**config.mk**
```make
export PLATFORM = sky130hd
export DESIGN_NAME = uart_rx_fifo_flat
export DESIGN_NICKNAME = d
export VERILOG_FILES = /design/src/rtl/uart_pkg.sv /design/src/rtl/uart_rx_fifo_if.sv /design/src/rtl/uart_fifo_ram.sv /design/src/rtl/uart_rx_fifo.sv /design/src/flat_wrapper.sv
export SDC_FILE = /design/constraint.sdc
export NUM_CORES = 1
export LEC_CHECK = 0
export ABC_CLOCK_PERIOD_IN_PS = 3400
export CAP_MARGIN = 20
export CORE_MARGIN = 2
export CORE_UTILIZATION = 55
export CTS_BUF_LIST = sky130_fd_sc_hd__clkbuf_4 sky130_fd_sc_hd__clkbuf_8
export DETAILED_ROUTE_END_ITERATION = 7
export DONT_BUFFER_PORTS = 1
export PLACE_DENSITY = 0.7
export SYNTH_ARGS = -nofsm -noshare
export SYNTH_HDL_FRONTEND = slang
export SYNTH_SLANG_ARGS = --single-unit
export TNS_END_PERCENT = 30
```
**constraint.sdc**
```tcl
create_clock -name clk -period 3.4 [get_ports clk]
set_input_delay 0.68 -clock clk [delete_from_list [all_inputs] [get_ports clk]]
set_output_delay 0.68 -clock clk [all_outputs]
set_load 0.02 [all_outputs]
```
**src/rtl/uart_pkg.sv**
```systemverilog
// rtl/uart_pkg.sv - shared UART constants and entry type
package uart_pkg;

  localparam int UART_DATA_W     = 8;
  localparam int UART_FIFO_DEPTH = 16;

  typedef struct packed {
    logic                   ferr;
    logic [UART_DATA_W-1:0] data;
  } uart_rx_entry_t;

endpackage

```
**src/rtl/uart_rx_fifo_if.sv**
```systemverilog
// rtl/uart_rx_fifo_if.sv - receiver write strobe and show-ahead read handshake
interface uart_rx_fifo_if
  import uart_pkg::*;
#(
  parameter int DATA_W = UART_DATA_W
);
  logic              wr_valid;
  logic [DATA_W-1:0] wr_data;
  logic              wr_ferr;
  logic              rd_valid;
  logic              rd_ready;
  logic [DATA_W-1:0] rd_data;
  logic              rd_ferr;

  modport master (
    output wr_valid, wr_data, wr_ferr, rd_ready,
    input  rd_valid, rd_data, rd_ferr
  );

  modport slave (
    input  wr_valid, wr_data, wr_ferr, rd_ready,
    output rd_valid, rd_data, rd_ferr
  );
endinterface

```
**src/rtl/uart_fifo_ram.sv**
```systemverilog
// rtl/uart_fifo_ram.sv - storage array, synchronous write, asynchronous read
module uart_fifo_ram
  import uart_pkg::*;
#(
  parameter  int DEPTH = UART_FIFO_DEPTH,
  parameter  int WIDTH = UART_DATA_W + 1,
  localparam int AW    = $clog2(DEPTH)
) (
  input  logic             clk,
  input  logic             we,
  input  logic [AW-1:0]    waddr,
  input  logic [WIDTH-1:0] wdata,
  input  logic [AW-1:0]    raddr,
  output logic [WIDTH-1:0] rdata
);

  logic [WIDTH-1:0] mem [DEPTH];

  always_ff @(posedge clk) begin
    if (we) begin
      mem[waddr] <= wdata;
    end
  end

  assign rdata = mem[raddr];

endmodule

```
**src/rtl/uart_rx_fifo.sv**
```systemverilog
// rtl/uart_rx_fifo.sv - receive byte FIFO with framing flag, occupancy and sticky overflow
module uart_rx_fifo
  import uart_pkg::*;
#(
  parameter  int DATA_W = UART_DATA_W,
  parameter  int DEPTH  = UART_FIFO_DEPTH,
  parameter  int AFULL  = 12,
  localparam int CNT_W  = $clog2(DEPTH) + 1
) (
  input  logic             clk,
  input  logic             rst,
  uart_rx_fifo_if.slave    bus,
  output logic [CNT_W-1:0] count,
  output logic             full,
  output logic             empty,
  output logic             almost_full,
  output logic             overflow,
  input  logic             overflow_clr
);

  localparam int AW = $clog2(DEPTH);

  logic [AW-1:0]     wr_ptr;
  logic [AW-1:0]     rd_ptr;
  logic              wr_en;
  logic              rd_en;
  logic              drop;
  logic [DATA_W:0]   head;

  assign empty       = (count == CNT_W'(0));
  assign full        = (count == CNT_W'(DEPTH));
  assign almost_full = (count >= CNT_W'(AFULL));

  assign bus.rd_valid = !empty;
  assign rd_en        = bus.rd_valid && bus.rd_ready;
  // A simultaneous read frees the slot, so a full FIFO still takes the byte.
  assign wr_en        = bus.wr_valid && (!full || rd_en);
  assign drop         = bus.wr_valid && full && !rd_en;

  uart_fifo_ram #(
    .DEPTH (DEPTH),
    .WIDTH (DATA_W + 1)
  ) u_ram (
    .clk   (clk),
    .we    (wr_en),
    .waddr (wr_ptr),
    .wdata ({bus.wr_ferr, bus.wr_data}),
    .raddr (rd_ptr),
    .rdata (head)
  );

  assign {bus.rd_ferr, bus.rd_data} = head;

  always_ff @(posedge clk or negedge rst) begin
    if (!rst) begin
      wr_ptr   <= '0;
      rd_ptr   <= '0;
      count    <= '0;
      overflow <= 1'b0;
    end else begin
      if (wr_en) begin
        wr_ptr <= wr_ptr + AW'(1);
      end
      if (rd_en) begin
        rd_ptr <= rd_ptr + AW'(1);
      end
      case ({wr_en, rd_en})
        2'b10:   count <= count + CNT_W'(1);
        2'b01:   count <= count - CNT_W'(1);
        default: count <= count;
      endcase
      // A drop in the clearing cycle must not be lost.
      if (drop) begin
        overflow <= 1'b1;
      end else if (overflow_clr) begin
        overflow <= 1'b0;
      end
    end
  end

endmodule

```
**src/flat_wrapper.sv**
```systemverilog
// flat-port wrapper written by rule: the top's interface ports become plain ports
module uart_rx_fifo_flat import uart_pkg::*;
#(
  parameter  int DATA_W = UART_DATA_W,
  parameter  int DEPTH  = UART_FIFO_DEPTH,
  parameter  int AFULL  = 12,
  localparam int CNT_W  = $clog2(DEPTH) + 1
)
  (clk, rst, count, full, empty, almost_full, overflow, overflow_clr, bus_wr_valid, bus_wr_data, bus_wr_ferr, bus_rd_ready, bus_rd_valid, bus_rd_data, bus_rd_ferr);
  uart_rx_fifo_if #(.DATA_W(DATA_W)) bus_i ();
  input  logic clk;
  input  logic rst;
  output logic [CNT_W-1:0] count;
  output logic full;
  output logic empty;
  output logic almost_full;
  output logic overflow;
  input  logic overflow_clr;
  input wire logic [$bits(bus_i.wr_valid)-1:0] bus_wr_valid;
  input wire logic [$bits(bus_i.wr_data)-1:0] bus_wr_data;
  input wire logic [$bits(bus_i.wr_ferr)-1:0] bus_wr_ferr;
  input wire logic [$bits(bus_i.rd_ready)-1:0] bus_rd_ready;
  output wire logic [$bits(bus_i.rd_valid)-1:0] bus_rd_valid;
  output wire logic [$bits(bus_i.rd_data)-1:0] bus_rd_data;
  output wire logic [$bits(bus_i.rd_ferr)-1:0] bus_rd_ferr;
  assign bus_i.wr_valid = bus_wr_valid;
  assign bus_i.wr_data = bus_wr_data;
  assign bus_i.wr_ferr = bus_wr_ferr;
  assign bus_i.rd_ready = bus_rd_ready;
  assign bus_rd_valid = bus_i.rd_valid;
  assign bus_rd_data = bus_i.rd_data;
  assign bus_rd_ferr = bus_i.rd_ferr;
  uart_rx_fifo #(.DATA_W(DATA_W), .DEPTH(DEPTH), .AFULL(AFULL)) u_core (.clk(clk), .rst(rst), .bus(bus_i), .count(count), .full(full), .empty(empty), .almost_full(almost_full), .overflow(overflow), .overflow_clr(overflow_clr));
endmodule
```
* Word level (Yosys, flattened, before mapping) *
Memory sizes are Yosys's and may differ from the RTL's.
Index checks and enable logic that the tools add are counted.

word-level totals
  register bits after elaboration = 14
  bits in writable memories = 144
  memories = 1
  logic and storage cells = 29
  output and inout bits = 19
  bits of input ports = 14

cells by class
  reduce and logical (&&, ||, !) cells = 11
  equal/unequal tests = 3
  muxes and demuxes = 5
  $lt $le $gt $ge = 1
  $add $sub $neg = 4

memory list
  name              depth  bits a word  read ports  clocked after Yosys merged registers in  write ports  RTL line             text
  u_core.u_ram.mem  16     9            1           0                                        1            uart_fifo_ram.sv:17  logic [WIDTH-1:0] mem [DEPTH];

operator list
  operator                                                                              number
  5-bit one-hot mux with 2 select lines                                                 1
  4-bit by 1-bit adder with 4-bit output (second input constant)                        2
  5-bit by 1-bit adder with 5-bit output (second input constant)                        1
  5-bit == test (second input constant)                                                 1
  5-bit by 4-bit greater-or-equal comparator with 1-bit output (second input constant)  1
  5-bit zero test                                                                       1
  5-bit by 1-bit subtractor with 5-bit output (second input constant)                   1
  1-bit logical AND                                                                     4
  1-bit 2-to-1 mux                                                                      4
  2-bit nonzero test                                                                    2
  1-bit zero test                                                                       3
  2-bit by 1-bit == test with 1-bit output (second input constant)                      1
  2-bit == test (second input constant)                                                 1
  1-bit logical OR                                                                      1

* Depth between registers and ports, before layout *
  word-level depth = 7
  depth in mapped cells = 12
  mapped depth without buffers = 10

* Modules after synthesis *
A second synthesis with hierarchy kept.

second synthesis, totals
  cell total of the unflattened synthesis = 323
  area total of the unflattened synthesis = 6465.0 um2

by module, submodules not included
  module         area an instance (um2)  times used  cells each  sequential area each (um2)
  uart_fifo_ram  5600.4                  1           245         4324.1
  uart_rx_fifo   864.6                   1           78          350.3

* Least setup slack after synthesis *
No wires, ideal clock.

  path type = register to register
  start point = register u_core.count[1]
  end point = register u_core.count[4]
  setup time = 80 ps
  arrival time = 2964 ps
  path buffers = 2
  period minus slack after synthesis = 3044 ps
  cell stages (with the launch flop) = 13
  setup slack = 356 ps
  required time = 3320 ps
  cells stage by stage = dfrtp_1 > buf_6 > or4_4 > or3_4 > nand2_2 > ha_1 > clkbuf_1 > xor2_1 > ha_1 > o21ai_0 > a21o_1 > a32oi_1 > xnor2_1

on the way
  longest elaborated chain between the ends = 7
  elaborated cells on any way between the ends = 13
  classes of those cells = add/sub: 2; eq/ne: 3; mux: 1; reduce/logical: 7

RTL lines
  what                                                                                RTL line            text
  start: declaration                                                                  uart_rx_fifo.sv:13  output logic [CNT_W-1:0] count,
  start signal: assignment                                                            uart_rx_fifo.sv:68  2'b10: count <= count + CNT_W'(1);
  start signal: assignment                                                            uart_rx_fifo.sv:69  2'b01: count <= count - CNT_W'(1);
  start signal: assignment                                                            uart_rx_fifo.sv:70  default: count <= count;
  5-bit zero test                                                                     uart_rx_fifo.sv:30  assign empty = (count == CNT_W'(0));
  1-bit zero test                                                                     uart_rx_fifo.sv:34  assign bus.rd_valid = !empty;
  1-bit logical AND                                                                   uart_rx_fifo.sv:35  assign rd_en = bus.rd_valid && bus.rd_ready;
  1-bit logical OR                                                                    uart_rx_fifo.sv:37  assign wr_en = bus.wr_valid && (!full || rd_en);
  1-bit logical AND                                                                   uart_rx_fifo.sv:37
  2-bit by 1-bit == test with 1-bit output / 2-bit == test (equally long branches)    uart_rx_fifo.sv:67  case ({wr_en, rd_en})
  5-bit one-hot mux with 2 select lines / 2-bit nonzero test (equally long branches)  -

Parallel ways exist; a longest one is shown, timed or not.
A chain may end at the register's enable or synchronous reset.

* Worst setup path in the final report *
  start point = register u_core.rd_ptr[0]
  end point = output port bus_rd_data[0]

on the way
  longest elaborated chain between the ends = 1

RTL lines
  what                      RTL line            text
  start: declaration        uart_rx_fifo.sv:24  logic [AW-1:0] rd_ptr;
  start signal: assignment  uart_rx_fifo.sv:65  rd_ptr <= rd_ptr + AW'(1);
  memory read 16 x 9 bit    -
  end: declaration          flat_wrapper.sv:24  output wire logic [$bits(bus_i.rd_data)-1:0] bus_rd_data;

No other way between the ends.

==> qor.txt <==
Worst Path Arrival: 2420 ps
CTS tree: done
Total power: 6.07 mW
Share of the synthesized area in the top cell type: 0.677
Post-Syn Area per Cell: 19.2 sq um
Root buffer cell: clkbuf_8
Die height: 112 um
Max VDD drop: 0.573 mV
Worst-path clk slew: 80 ps
Req. time, crit path: 2720 ps
H-Tree Depth: 4
Post-cts sizing count: 0
Critical path class: reg -> out
Cell type with the largest total area after synthesis: edfxtp_1
Drt wl/cell: 24.8 um
Worst setup path startpoint: u_core.rd_ptr[0]
Ys Warns: 0
PwrDens: 856 mW/mm^2
Nets: 371
Post-synthesis instance total: 332
Slew margin rel.: 0.412
Outcome: finished, final reports clean
Initial antenna violation count: 0
Min Tclk post-route: 3100 ps
FP Rows: 39
Core ar.: 0.0114 sq mm
GPL Wtd Cong: 0.771
1st-pass router iterations: 4
Sequential fraction of design power: 0.423
CTS Buffer Depth: 2
Via Count: 3137
Clk pwr share: 0.266
Max Cap Viol: 0
Vias in the first global route: 3292
TNS Setup: 0 ps
Final setup vio count: 0
Port bufs: 0
CP Capture Point: bus_rd_data[0]
DP Wirelength: 7870 um
FMAX: 0.323 GHz
Part of the Yosys area used for sequential elements: 0.732
First-pass GRT wire length: 19500 um
Sw Pwr: 1.95 mW
Worst Tran Pin Value: 880 ps
Distinct cells, synth: 40
Leakage: 2.38 nW
Synth-to-layout area growth: 11.0%
Ranking of synthesized cells by area: edfxtp_1 (68%), mux4_2 (13%), dfrtp_1 (5.5%)
Final Cycle Share: 0.910
Antenna-violating nets left: 0
R2R cell count: 10
Hold Crit Class: in -> reg
Post-synth EDFFs: 144
Worst skew pair latency: 440 ps
CP Max Fanout: 22
R2r setup slk: 420 ps
Top-count cell post-synth: edfxtp_1
Final number of hold-violating endpoints: 0
All-Layer GR Usage: 0.215
Routed Wire Length: 12500 um
Most instantiated cells after synthesis: edfxtp_1 (144), mux4_2 (36), nand2_1 (19)
Num CTS Buffers: 17
CP endpoint kind: primary output
Initial DRC Count: 333
Net Count, Synth: 355
Proportion of layout cells with a drive suffix above 1: 0.239
Clock skew: 9.83 ps
Sw frac: 0.321
CTS Sinks: 158
Post-synth ARST share: 0.0886
Antenna diode count: 0
Io pins: 33
Initial Util: 0.562
Die area: 0.0125 sq mm
Largest net degree at the start of global routing: 38
Worst Hold Slack: 329 ps
Synth Flop Type: edfxtp_1
Die Wd: 112 um
Synthesized flop and latch total: 158
Grt total ovfl: 0
RSZ-0062 raised after global routing: false
Slew Viols, Final: 0
Startpoint type of the worst setup path: flip-flop
Via density: 6.24
Int Pwr: 4.12 mW
Logic pwr share: 0.311
Reg2reg end: u_core.count[4]
Cell Area, Synth: 0.00639 sq mm
DRC: 0
FF-to-FF Start: u_core.count[3]
-- kinds of logic after synthesis --
kind of cell / count (synthesis) / share of synthesized area
muxes: 40 / 0.134
buffers and inverters: 21 / 0.0143
and+or+nand+nor: 64 / 0.0548
xor gates and xnor gates: 11 / 0.0151
DFF: 158 / 0.732
AOI/OAI and AO/OA: 29 / 0.0325
adders and majority gates: 9 / 0.0176
-- state kept, by name (all words and copies together) (netlist names) --
| register | count |
|---|---|
| u_core.wr_ptr | 4 |
| u_core.rd_ptr | 4 |
| u_core.overflow | 1 |
| u_core.count | 5 |
| u_core.u_ram.mem | 144 |
-- layout by cell type, fill, tap and decap left out, types with 3 or more instances in the layout --
cell type / count
and3_1: 9
edfxtp_1: 144
a21oi_1: 3
xnor2_1: 8
inv_1: 6
xor2_1: 3
clkbuf_8: 17
nor2_1: 8
a22oi_1: 18
nand2_1: 19
nor2b_1: 3
bufinv_16: 6
dfrtp_1: 13
and2_1: 5
ha_1: 9
nand4_1: 3
mux4_2: 36
buf_4: 9
-- area by class of cell --
class	instances	area [sq um]
clock inverter	12	218
fill	790	4280
multi-input combinational	153	1630
tap	143	179
inverter	6	22.5
timing repair buffer	12	118
sequential	158	4680
clock buffer	19	249
-- worst max-delay path: stages (launching register included) --
cell	delay (ps)
dfrtp_2	570
buf_12	270
mux4_2	530
a22oi_1	340
nand2_1	250
-- power by group through the flow --
stage	Clock [mW]	Combinational [mW]	Sequential, mW
after global routing	1.71	2.03	2.60
after detailed placement	0	1.91	2.61
after CTS	1.63	1.92	2.57
after floorplan	0	1.43	2.55
after global placement	0	1.85	2.59
final	1.62	1.88	2.57
-- how the worst min path moves through the flow --
stage,startpoint,endpoint,slack (ps),cells past startpoint
2_1_floorplan,rst,u_core.count[0],380,0
3_3_place_gp,rst,u_core.count[3],380,0
3_5_place_dp,rst,u_core.count[4],380,0
4_1_cts,bus_wr_data[4],u_core.u_ram.mem[8][4],310,0
5_1_grt,bus_wr_data[4],u_core.u_ram.mem[9][4],300,0
6_report,bus_wr_data[4],u_core.u_ram.mem[10][4],330,0
-- per-layer routing --
metal	vias up	wire length [um]	track usage	part of all wire
met5	-	0	0	0
met4	0	153	0.0626	0.012
met3	15	681	0.0550	0.055
met2	96	6280	0.351	0.50
met1	1652	5380	0.293	0.43
li1	1374	-	-	-
-- what timing repair did --
action,CTS,global route
setup buffers,0,0
hold endpoints to repair,14,0
hold buffers,1,0
-- through the flow --
stage / setup WS (ps) / cell area, sq um / cells / util
after global routing: 145 / 7090 / 503 / 0.624
after CTS: 273 / 7090 / 503 / 0.624
final: 304 / 7090 / 503 / 0.624
after detailed placement: 457 / 6610 / 471 / 0.582
after global placement: 547 / 6610 / 471 / 0.582
after floorplan: 356 / 6390 / 332 / -
(Power assumes the default switching activity.)
==> patch (same settings) <==
`AFULL` is set to 12 in 2 places; all go to 11.
--- a/src/rtl/uart_rx_fifo.sv
+++ b/src/rtl/uart_rx_fifo.sv
@@ -4,7 +4,7 @@
 #(
   parameter  int DATA_W = UART_DATA_W,
   parameter  int DEPTH  = UART_FIFO_DEPTH,
-  parameter  int AFULL  = 12,
+  parameter  int AFULL  = 11,
   localparam int CNT_W  = $clog2(DEPTH) + 1
 ) (
   input  logic             clk,
--- a/src/flat_wrapper.sv
+++ b/src/flat_wrapper.sv
@@ -3,7 +3,7 @@
 #(
   parameter  int DATA_W = UART_DATA_W,
   parameter  int DEPTH  = UART_FIFO_DEPTH,
-  parameter  int AFULL  = 12,
+  parameter  int AFULL  = 11,
   localparam int CNT_W  = $clog2(DEPTH) + 1
 )
   (clk, rst, count, full, empty, almost_full, overflow, overflow_clr, bus_wr_valid, bus_wr_data, bus_wr_ferr, bus_rd_ready, bus_rd_valid, bus_rd_data, bus_rd_ferr);
Formal check against the unedited RTL: same outputs for any inputs over 10 cycles, from zero or initial values and one cycle with rst low; that may be too few to reach the edited logic, so the function may still have changed.
==> patch against the original RTL <==
Routed wire length down 1.1%; clock skew down 0.0015 ns; sequential cell count unchanged; power up 3.0%; hold slack better by 0.00074 ns; worst setup slack better by 0.082 ns; non-clock buffer count up 11; area after synthesis up 2.8%; cell area up 3.4%; critical endpoint is now u_core.count[4]; highest routed layer unchanged.
==> patch: results (changes against the original RTL) <==
status: "complete, no violations"
grt_usage_pct: 20.85  # -0.69 points
post_drt_via_cell_ratio: 6.160  # -1.2%
dr.pass1.iters: 5  # +1
grt_max_degree: 40  # +5.3%
pre_cts_slack_ns: 0.4036  # -0.05382 ns
grt_pass1_vias: 3288  # -0.12%
dp_hpwl_mm: 7.549  # -4.0%
finClkSkew_ns: 0.008282  # -0.001544 ns
peakVddDrop_v: 0.0004636  # -19%
grt_first_pass_wirelength_mm: 19.03  # -2.3%
slew-limit-headroom_pct: 35.35  # -5.9 points
drt-wirelength-per-cell_um: 24.47  # -1.5%
synth_cell_types: 45  # +13%
drive_gt1_share_pct: 26.80  # +2.9 points
synth_xor_area_share_pct: 1.200  # -0.31 points
crit_start: "u_core.count[0]"
critPathMaxStageDelay_ns: 0.60  # +0.03 ns
fillerInstances: 793  # +0.38%
synth_nets: 347  # -2.3%
crit_arrival_ns: 3.34  # +0.92 ns
muxShareOfSynthArea_pct: 17.34  # +4.0 points
place_congestion: 0.8279  # +7.4%
nNetsFinal: 372  # +0.27%
synth-compound-area-share_pct: 2.762  # -0.49 points
worstPathMaxFanout: 4  # -82%
synthTopCellsByArea: "edfxtp_1 66%, mux4_2 13%, dfrtp_1 5.3%, mux4_1 3.2%, ha_1 1.5%"
p_leak_uw: 0.002494  # +4.8%
synth-seq-area-share_pct: 71.18  # -2.0 points
## patch: cell count changes in the layout (fill, tap and decap cells not counted), moves of 3 or more
cell     change
nand3_1      +5
buf_4       +12
and3_1       -7
nor3_1       +3
mux4_1       +8
mux2i_1      +4
nor2_1       +7
a21o_1       +4
a22oi_1     -17
and2_1       -5
nand4_1      -3
nand2_1     -12
## patch: timing repair
item,4_1_cts,5_1_grt
hold endpoints to repair,14,0
endpoints found under the setup margin,0,0
hold buffers,1,0
resized for setup,0,0
## patch: cell type report
cell class	count	share of cell area, %
clock buffer	21	3.602
tap	143	2.441
clock inverter	11	3.243
inverter	5	0.2561
multi-input combinational	144	24.10
sequential	158	63.79
timing repair buffer	23	2.561
## patch: metal layers
metal / wire, um / up-vias / part of all wire, % / global-route usage, %
met2: 6264 / 107 / 51 / 33.01
li1: - / 1382 / - / -
met3: 967 / 8 / 7.8 / 6.106
met1: 5034 / 1614 / 41 / 28.71
met5: 0 / - / 0 / 0
met4: 90 / 0 / 0.73 / 6.098
## patch: final timing paths
kind | end | slack [ns]
setup / recovery | u_core.count[4] | 0.39
hold reg to reg | u_core.wr_ptr[3] | 0.51
hold / removal | u_core.u_ram.mem[8][7] | 0.33
setup reg to reg | u_core.count[4] | 0.39
min in group asynchronous | u_core.rd_ptr[2] | 0.71
max in group asynchronous | u_core.rd_ptr[0] | 2.23
## patch: critical path: cells and delay by family, from the launching register on
kind | cells | cell delay (ns)
simple gates | 2 | 0.76
fa+ha+maj | 1 | 0.43
flops | 1 | 0.38
compound gates | 4 | 1.03
mux | 1 | 0.31
## patch: metrics by stage
step / instance area (um2) / utilization (%) / total power [uW] / std cells / hold slack [ns]
after floorplan: 6568 / - / 4177 / 324 / 0.3844
after global placement: 6818 / 59.20 / 4577 / 472 / 0.3849
after detailed placement: 6818 / 59.20 / 4623 / 472 / 0.3849
after CTS: 7330 / 63.65 / 6315 / 505 / 0.3030
after global routing: 7330 / 63.65 / 6535 / 505 / 0.3010
final: 7330 / 63.65 / 6252 / 505 / 0.3296
## patch: kinds of logic (layout without fill, tap and decap cells)
family,Yosys count,after routing
DFF,158,158
AOI/OAI and AO/OA,24,24
xor gates and xnor gates,9,9
muxes,54,54
buffers and inverters,22,60
adders and majority gates,9,9
and+or+nand+nor,48,48
## patch: power by group
group | internal, uW | switching, uW | total, uW
clock network | 1050 | 651 | 1700
logic | 924 | 1070 | 2000
registers | 2380 | 174 | 2550
total | 4350 | 1900 | 6250
